File: config.mk
export PLATFORM = sky130hd
export DESIGN_NAME = hazard_control
export DESIGN_NICKNAME = d
export VERILOG_FILES = /design/src/rtl/hazard_control.sv
export SDC_FILE = /design/constraint.sdc
export NUM_CORES = 1
export LEC_CHECK = 0
export BUFFER_PORTS_ARGS = -buffer_cell sky130_fd_sc_hd__buf_2
export CAP_MARGIN = 20
export CORE_UTILIZATION = 56
export CTS_BUF_LIST = sky130_fd_sc_hd__clkbuf_8
export DETAILED_ROUTE_END_ITERATION = 16
export PLACE_DENSITY = 0.87
export SLEW_MARGIN = 20
export SYNTH_ARGS = -nofsm -noshare
export SYNTH_HDL_FRONTEND = slang
export SYNTH_SLANG_ARGS = --single-unit
File: constraint.sdc
create_clock -name i_clk -period 4.3 [get_ports i_clk]
set_input_delay 0.86 -clock i_clk [delete_from_list [all_inputs] [get_ports i_clk]]
set_output_delay 0.86 -clock i_clk [all_outputs]
set_load 0.02 [all_outputs]
File: src/rtl/hazard_control.sv
// hazard_control: pipeline hazard sequencer for the 5-stage integer pipeline.
// Decides front-end stalls, ID/EX bubbles and IF/ID flushes for load-use
// hazards, taken branches resolved in EX and multi-cycle mul/div ops
// (start/done handshake). Also keeps a saturating stall counter and a
// sticky watchdog error for a hung mul/div unit.
//
// Ports:
//   i_clk, i_rst                 clock, synchronous active-high reset
//   i_id_rs1/2, i_id_use_rs1/2   ID source registers and their use flags
//   i_id_muldiv                  ID instruction is a mul/div op
//   i_ex_memread, i_ex_rd        EX instruction is a load, its destination
//   i_ex_branch_taken            EX branch/jump resolved taken
//   i_md_done                    mul/div result ready pulse
//   o_pc_write, o_ifid_write     front-end advance enables (combinational)
//   o_ifid_flush, o_idex_bubble  NOP insertion controls (combinational)
//   o_md_start                   mul/div start pulse (combinational)
//   o_stall_cnt                  saturating count of pc_write=0 cycles
//   o_md_error                   sticky watchdog expiry
//   o_state                      0=RUN, 1=MD_WAIT
module hazard_control #(
  parameter int unsigned CNT_W      = 16,
  parameter int unsigned MD_TIMEOUT = 64
) (
  input  logic             i_clk,
  input  logic             i_rst,
  input  logic [4:0]       i_id_rs1,
  input  logic [4:0]       i_id_rs2,
  input  logic             i_id_use_rs1,
  input  logic             i_id_use_rs2,
  input  logic             i_id_muldiv,
  input  logic             i_ex_memread,
  input  logic [4:0]       i_ex_rd,
  input  logic             i_ex_branch_taken,
  input  logic             i_md_done,
  output logic             o_pc_write,
  output logic             o_ifid_write,
  output logic             o_ifid_flush,
  output logic             o_idex_bubble,
  output logic             o_md_start,
  output logic [CNT_W-1:0] o_stall_cnt,
  output logic             o_md_error,
  output logic             o_state
);

  // Wait counter only needs to reach MD_TIMEOUT-1.
  localparam int unsigned WAIT_W = (MD_TIMEOUT > 2) ? $clog2(MD_TIMEOUT) : 1;
  localparam logic [WAIT_W-1:0] WAIT_LAST = WAIT_W'(MD_TIMEOUT - 1);
  localparam bit WD_EN = (MD_TIMEOUT != 0);

  typedef enum logic {
    RUN     = 1'b0,
    MD_WAIT = 1'b1
  } state_t;

  state_t              r_state;
  state_t              w_state_nxt;
  logic [WAIT_W-1:0]   r_md_wait_cnt;
  logic [WAIT_W-1:0]   w_md_wait_cnt_nxt;
  logic [CNT_W-1:0]    r_stall_cnt;
  logic                r_md_error;
  logic                w_md_error_set;
  logic                w_load_use;
  logic                w_pc_write;
  logic                w_ifid_write;
  logic                w_ifid_flush;
  logic                w_idex_bubble;
  logic                w_md_start;

  // Load in EX feeding a register that ID actually reads (x0 never hazards).
  assign w_load_use = i_ex_memread & (i_ex_rd != 5'd0) &
                      ((i_id_use_rs1 & (i_id_rs1 == i_ex_rd)) |
                       (i_id_use_rs2 & (i_id_rs2 == i_ex_rd)));

  // Next-state and same-cycle control decisions.
  always_comb begin
    w_state_nxt       = r_state;
    w_md_wait_cnt_nxt = r_md_wait_cnt;
    w_md_error_set    = 1'b0;
    w_pc_write        = 1'b1;
    w_ifid_write      = 1'b1;
    w_ifid_flush      = 1'b0;
    w_idex_bubble     = 1'b0;
    w_md_start        = 1'b0;
    if (i_rst) begin
      // Hold the front end and fill the pipe with NOPs while in reset.
      w_pc_write    = 1'b0;
      w_ifid_write  = 1'b0;
      w_ifid_flush  = 1'b1;
      w_idex_bubble = 1'b1;
      w_state_nxt   = RUN;
    end else begin
      case (r_state)
        RUN: begin
          if (i_ex_branch_taken) begin
            w_ifid_flush  = 1'b1;
            w_idex_bubble = 1'b1;
          end else if (w_load_use) begin
            // A pending mul/div is not started; it re-evaluates next cycle.
            w_pc_write    = 1'b0;
            w_ifid_write  = 1'b0;
            w_idex_bubble = 1'b1;
          end else if (i_id_muldiv) begin
            w_md_start        = 1'b1;
            w_pc_write        = 1'b0;
            w_ifid_write      = 1'b0;
            w_idex_bubble     = 1'b1;
            w_md_wait_cnt_nxt = '0;
            w_state_nxt       = MD_WAIT;
          end
        end
        MD_WAIT: begin
          if (i_md_done) begin
            w_state_nxt = RUN;
          end else if (WD_EN && (r_md_wait_cnt == WAIT_LAST)) begin
            // Hung unit: release the instruction and flag it.
            w_md_error_set = 1'b1;
            w_state_nxt    = RUN;
          end else begin
            w_pc_write        = 1'b0;
            w_ifid_write      = 1'b0;
            w_idex_bubble     = 1'b1;
            w_md_wait_cnt_nxt = r_md_wait_cnt + WAIT_W'(1);
          end
        end
      endcase
    end
  end

  // State register.
  always_ff @(posedge i_clk) begin
    if (i_rst) begin
      r_state       <= RUN;
      r_md_wait_cnt <= '0;
    end else begin
      r_state       <= w_state_nxt;
      r_md_wait_cnt <= w_md_wait_cnt_nxt;
    end
  end

  // Saturating stall statistics and sticky watchdog error.
  always_ff @(posedge i_clk) begin
    if (i_rst) begin
      r_stall_cnt <= '0;
      r_md_error  <= 1'b0;
    end else begin
      if (!w_pc_write && (r_stall_cnt != {CNT_W{1'b1}})) begin
        r_stall_cnt <= r_stall_cnt + CNT_W'(1);
      end
      if (w_md_error_set) begin
        r_md_error <= 1'b1;
      end
    end
  end

  assign o_pc_write    = w_pc_write;
  assign o_ifid_write  = w_ifid_write;
  assign o_ifid_flush  = w_ifid_flush;
  assign o_idex_bubble = w_idex_bubble;
  assign o_md_start    = w_md_start;
  assign o_stall_cnt   = r_stall_cnt;
  assign o_md_error    = r_md_error;
  assign o_state       = 1'(r_state);

endmodule

* Yosys cells after proc, flatten, opt, wreduce, memory -nomap -nowiden *
Cells that the tools add are included.

operators by class
  $add $sub $neg = 2
  multipliers = 0
  divide/modulo/power cells = 0
  $lt $le $gt $ge = 0
  equal/unequal tests = 9
  shift operators = 0
  multiplexer cells = 31
  bitwise logic cells = 6
  reduce and logical (&&, ||, !) cells = 4

operator list
  operator                                                         number
  6-bit 2-to-1 mux                                                 5
  1-bit 2-to-1 mux                                                 22
  16-bit by 1-bit adder with 16-bit output, second input constant  1
  16-bit != test, second input constant                            1
  6-bit one-hot mux with 2 select lines                            1
  5-bit equality test                                              2
  2-bit != test, second input constant                             5
  6-bit by 1-bit adder with 6-bit output, second input constant    1
  6-bit equality test, second input constant                       1
  1-bit one-hot mux with 2 select lines                            3
  5-bit AND reduction                                              1
  5-bit nonzero test                                               1
  1-bit AND                                                        4
  1-bit logical AND                                                1
  1-bit logical NOT                                                1
  1-bit NOT                                                        1
  1-bit OR                                                         1

word-level totals
  bits in registers = 24
  bits in latches = 0
  RAM bits = 0
  memory bits (read-only) = 0
  output and inout port bits = 23
  logic and storage cells = 56
  memories = 0

* Logic depth before layout (Yosys ltp) *
  depth in word-level cells = 10
  depth in mapped cells = 9

* Least setup slack after synthesis *
Ideal clock, no wire load.

  path type = in2out
  start point = in i_ex_rd[1]
  end point = out o_pc_write
  arrival time = 2.407 ns
  setup slack = 1.033 ns
  stages on the path = 5
  cells stage by stage = or4_1 > o21ai_0 > o21ai_0 > o21ai_0 > buf_4

on the way
  longest elaborated chain between the ends = 8
  elaborated cells on any way between the ends = 12

ends and longest elaborated chain
  what                                       RTL line  source
  start, declared                            32        input logic [4:0] i_ex_rd,
  5-bit equality test (on tied branches)     71, 72
  1-bit AND (on tied branches)               71, 72
  1-bit OR                                   71        ((i_id_use_rs1 & (i_id_rs1 == i_ex_rd)) |
  1-bit AND (*)                              70        assign w_load_use = i_ex_memread & (i_ex_rd != 5'd0) &
  1-bit 2-to-1 mux (*) (2 in series)         n/a
  1-bit one-hot mux with 2 select lines (*)  n/a
  1-bit 2-to-1 mux (*)                       n/a
  end, declared                              35        output logic o_pc_write,

Mark *: on every way between the ends. The rest lies on a longest branch, timed or not.

* Worst setup path in the final report *
  start point = in i_ex_rd[1]
  end point = out o_pc_write

on the way
  longest elaborated chain between the ends = 8
  elaborated cells on any way between the ends = 12

ends and longest elaborated chain
  what                                       RTL line  source
  5-bit equality test (on tied branches)     71, 72
  1-bit AND (on tied branches)               71, 72
  1-bit OR                                   71
  1-bit AND (*)                              70
  1-bit 2-to-1 mux (*)                       97        end else if (w_load_use) begin
  1-bit 2-to-1 mux (*)                       94        if (i_ex_branch_taken) begin
  1-bit one-hot mux with 2 select lines (*)  92        case (r_state)
  1-bit 2-to-1 mux (*)                       84        if (i_rst) begin

Marks and branches as above.

==> flow_summary.json <==
{
  "run_status": "finished, final reports clean",
  "end_kind": "primary output",
  "arrival_ns": 2.53,
  "hold_violations": 0,
  "drive_above_1_share_pct": 26.4,
  "cts_setup_buffers": 0,
  "sequentialPowerShare_pct": 51.1,
  "clockBufferDepth": 2,
  "core_area_sq_mm": 0.00228,
  "met3_length_um": 197,
  "swShare_pct": 26.0,
  "die_x_um": 51.9,
  "slew_headroom_pct": 35.0,
  "place_congestion": 0.779,
  "ys_ff_latch": 24,
  "drt_iter0_drc": 32,
  "finish.utilization_pct": 73.7,
  "dr.pass1.iters": 4,
  "die_area_sq_mm": 0.00270,
  "routed_wl_mm": 3.25,
  "yosysSeqAreaShare_pct": 34.4,
  "antenna_found_initial": 0,
  "maxCapViolCount": 0,
  "area_growth_pct": 20.1,
  "worstPathRequired_ns": 3.44,
  "path_delay_family": "compound AO/OA/AOI/OAI gates",
  "fin_crit_ns": 3.39,
  "grt_pass1_wl_mm": 5.25,
  "ys.warnings.count": 0,
  "placed_area_sq_mm": 0.00162,
  "netlist_instances": 170,
  "path_class": "input pin to primary output",
  "viasPerCell": 6.07,
  "setup_violations": 0,
  "synth.avg_cell_area_sq_um": 8.21,
  "pwr-share-comb_pct": 14.6,
  "rows": 17,
  "ys_types": 41,
  "hold-worst-slack_ns": 0.494,
  "hp-class": "register to register",
  "wl_per_cell_um": 13.6,
  "cts-root-buf": "clkbuf_8",
  "globalRouteOverflowTotal": 0,
  "slew_violations": 0,
  "netlist_area_sq_mm": 0.00140,
  "grt_usage_pct": 25.9,
  "cts_sinks": 24,
  "grt_max_degree": 33,
  "vias": 1457,
  "holdBufCountCts": 0,
  "intPower_w": 0.000332,
  "dieHeight_um": 51.9,
  "worst_slew_pin_slew_ns": 0.965,
  "synthFlopType": "dfxtp_1",
  "p_leak_nw": 0.677,
  "power_density_mw_per_mm2": 268,
  "tns_ns": 0,
  "wl_met1_mm": 1.44,
  "clkPwrFrac_pct": 34.3,
  "grt_pass1_vias": 1228,
  "ir_worst_vdd_v": 0.000244,
  "routed.top_layer": "met4",
  "r2r_start": "r_md_wait_cnt[0]$_SDFFE_PP0P_",
  "cts.htree.levels": 1,
  "io_buffers": 45,
  "path_max_fanout": 4,
  "cp-start-kind": "input pin",
  "finalClockSkew_ns": 0.00307,
  "diodes": 0,
  "clkSlewWorstSetupHoldPaths_ns": 0.08,
  "post_cts_resized": 0,
  "cpMostUsedCell": "o21ai_0",
  "cp_num_buf_inv": 2,
  "crit_chain": "buf_2 -> or4_1 -> o21ai_0 -> o21ai_0 -> o21ai_0 -> buf_2",
  "fin_crit_sh_pct": 78.9,
  "synth-edff-count": 0,
  "nets": 238,
  "postLayoutCellArea_sq_mm": 0.00168,
  "cpPeakStageDelay_ns": 0.50,
  "power.switching_w": 0.000117,
  "cpMaxStageDelayCell": "or4_1",
  "cts_tree": "yes",
  "drc": 0,
  "async_flop_share_pct": 0,
  "drtAntennaViolNets": 0,
  "syn_nets": 195,
  "dpl.hpwl_mm": 2.43,
  "fmax_mhz": 295,
  "clock_latency_ns": 0.27,
  "startpoint": "i_ex_rd[1]",
  "io_pins": 46,
  "numCtsBuffers": 3,
  "rsz0062_at_grt": "false",
  "wl_met2_mm": 1.57,
  "worstHoldStart": "o_md_error$_SDFFE_PP0P_",
  "start_util_pct": 61.4
}
[cell type report]
class / instances / area [sq um]
Tap cell: 28 / 35.0
Multi-Input combinational cell: 137 / 870
Fill cell: 167 / 599
Timing Repair Buffer: 46 / 233
Clock buffer: 4 / 55.1
Inverter: 1 / 3.75
Sequential cell: 24 / 480
[per-layer routing]
| metal | vias to the layer above | global-route usage [%] |
|---|---|---|
| met2 | 58 | 43.6 |
| met1 | 675 | 32.1 |
| met3 | 4 | 6.14 |
| met4 | 0 | 8.56 |
| met5 | - | 0 |
| li1 | 720 | - |
[path summary, 6_finish.rpt]
path | end | slack, ns | cells past startpoint
max | o_pc_write | 0.91 | 6
min | o_md_error$_SDFFE_PP0P_ | 0.49 | 2
max reg2reg | o_stall_cnt[11]$_SDFFE_PP0P_ | 1.53 | 7
min reg2reg | o_md_error$_SDFFE_PP0P_ | 0.49 | 2
[kinds of logic (layout without fill, tap and decap cells)]
group | after synthesis | after routing | synth area share [%]
flip-flops | 24 | 24 | 34.4
AND/OR/NAND/NOR | 73 | 73 | 29.1
AO/OA/AOI/OAI | 44 | 44 | 19.4
buffers and inverters | 9 | 51 | 3.31
XOR/XNOR | 14 | 14 | 8.78
multiplexers | 4 | 4 | 3.23
adder cells (fa/ha/maj) | 2 | 2 | 1.79
[layout by cell type, fill, tap and decap left out, types with 4 or more instances in the layout]
master and instances:
a21oi_1 16, buf_2 45, clkbuf_8 4, dfxtp_1 24, mux2_2 4, nand2_1 7, nand3_1 9, nand4_1 8
nor2_1 18, nor2b_1 5, o21ai_0 9, o31ai_1 9, or4_1 9, xor2_1 12
[stage by stage]
| stage | worst slack (ns) | cells | power, W |
|---|---|---|---|
| after floorplan | 1.03 | 170 | 0.000276 |
| after global placement | 1.02 | 236 | 0.000298 |
| after detailed placement | 0.921 | 236 | 0.000301 |
| after CTS | 0.934 | 240 | 0.000455 |
| after global routing | 0.812 | 240 | 0.000470 |
| final | 0.908 | 240 | 0.000449 |
[state kept, by name, summed over array words and instances, names as in the netlist]
signal	cells
o_stall_cnt	16
r_md_wait_cnt	6
o_state	1
o_md_error	1
[worst min-delay path, cell delays in order (launching register included)]
cell	delay (ns)
dfxtp_1	0.34
a21oi_1	0.05
nor2_1	0.07
[power by group through the flow]
stage	Combinational, W	Sequential [W]	Clock, W
floorplan	0.0000392	0.000237	0
global placement	0.0000633	0.000234	0
finish	0.0000657	0.000230	0.000154
detailed placement	0.0000659	0.000235	0
global route	0.0000731	0.000230	0.000166
CTS	0.0000661	0.000229	0.000160
[synth_stat cells, types with 2 or more instances]
| cell type | number | share of area, % |
|---|---|---|
| dfxtp_1 | 24 | 34 |
| nor2_1 | 18 | 4.8 |
| a21oi_1 | 16 | 5.7 |
| xor2_1 | 12 | 7.5 |
| nand3_1 | 9 | 3.2 |
| o21ai_0 | 9 | 3.2 |
| o31ai_1 | 9 | 4.8 |
| or4_1 | 9 | 4.8 |
| nand4_1 | 8 | 3.6 |
| nand2_1 | 7 | 1.9 |
| nor2b_1 | 5 | 2.2 |
| clkbuf_1 | 4 | 1.1 |
| mux2_2 | 4 | 3.2 |
| and2_1 | 2 | 0.90 |
| and3_1 | 2 | 0.90 |
| and4_1 | 2 | 1.3 |
| ha_1 | 2 | 1.8 |
| nand2b_1 | 2 | 0.90 |
| nor3_1 | 2 | 0.72 |
| or3_1 | 2 | 0.90 |
| xnor2_1 | 2 | 1.3 |
No activity file was read; power rests on OpenSTA's default activity.
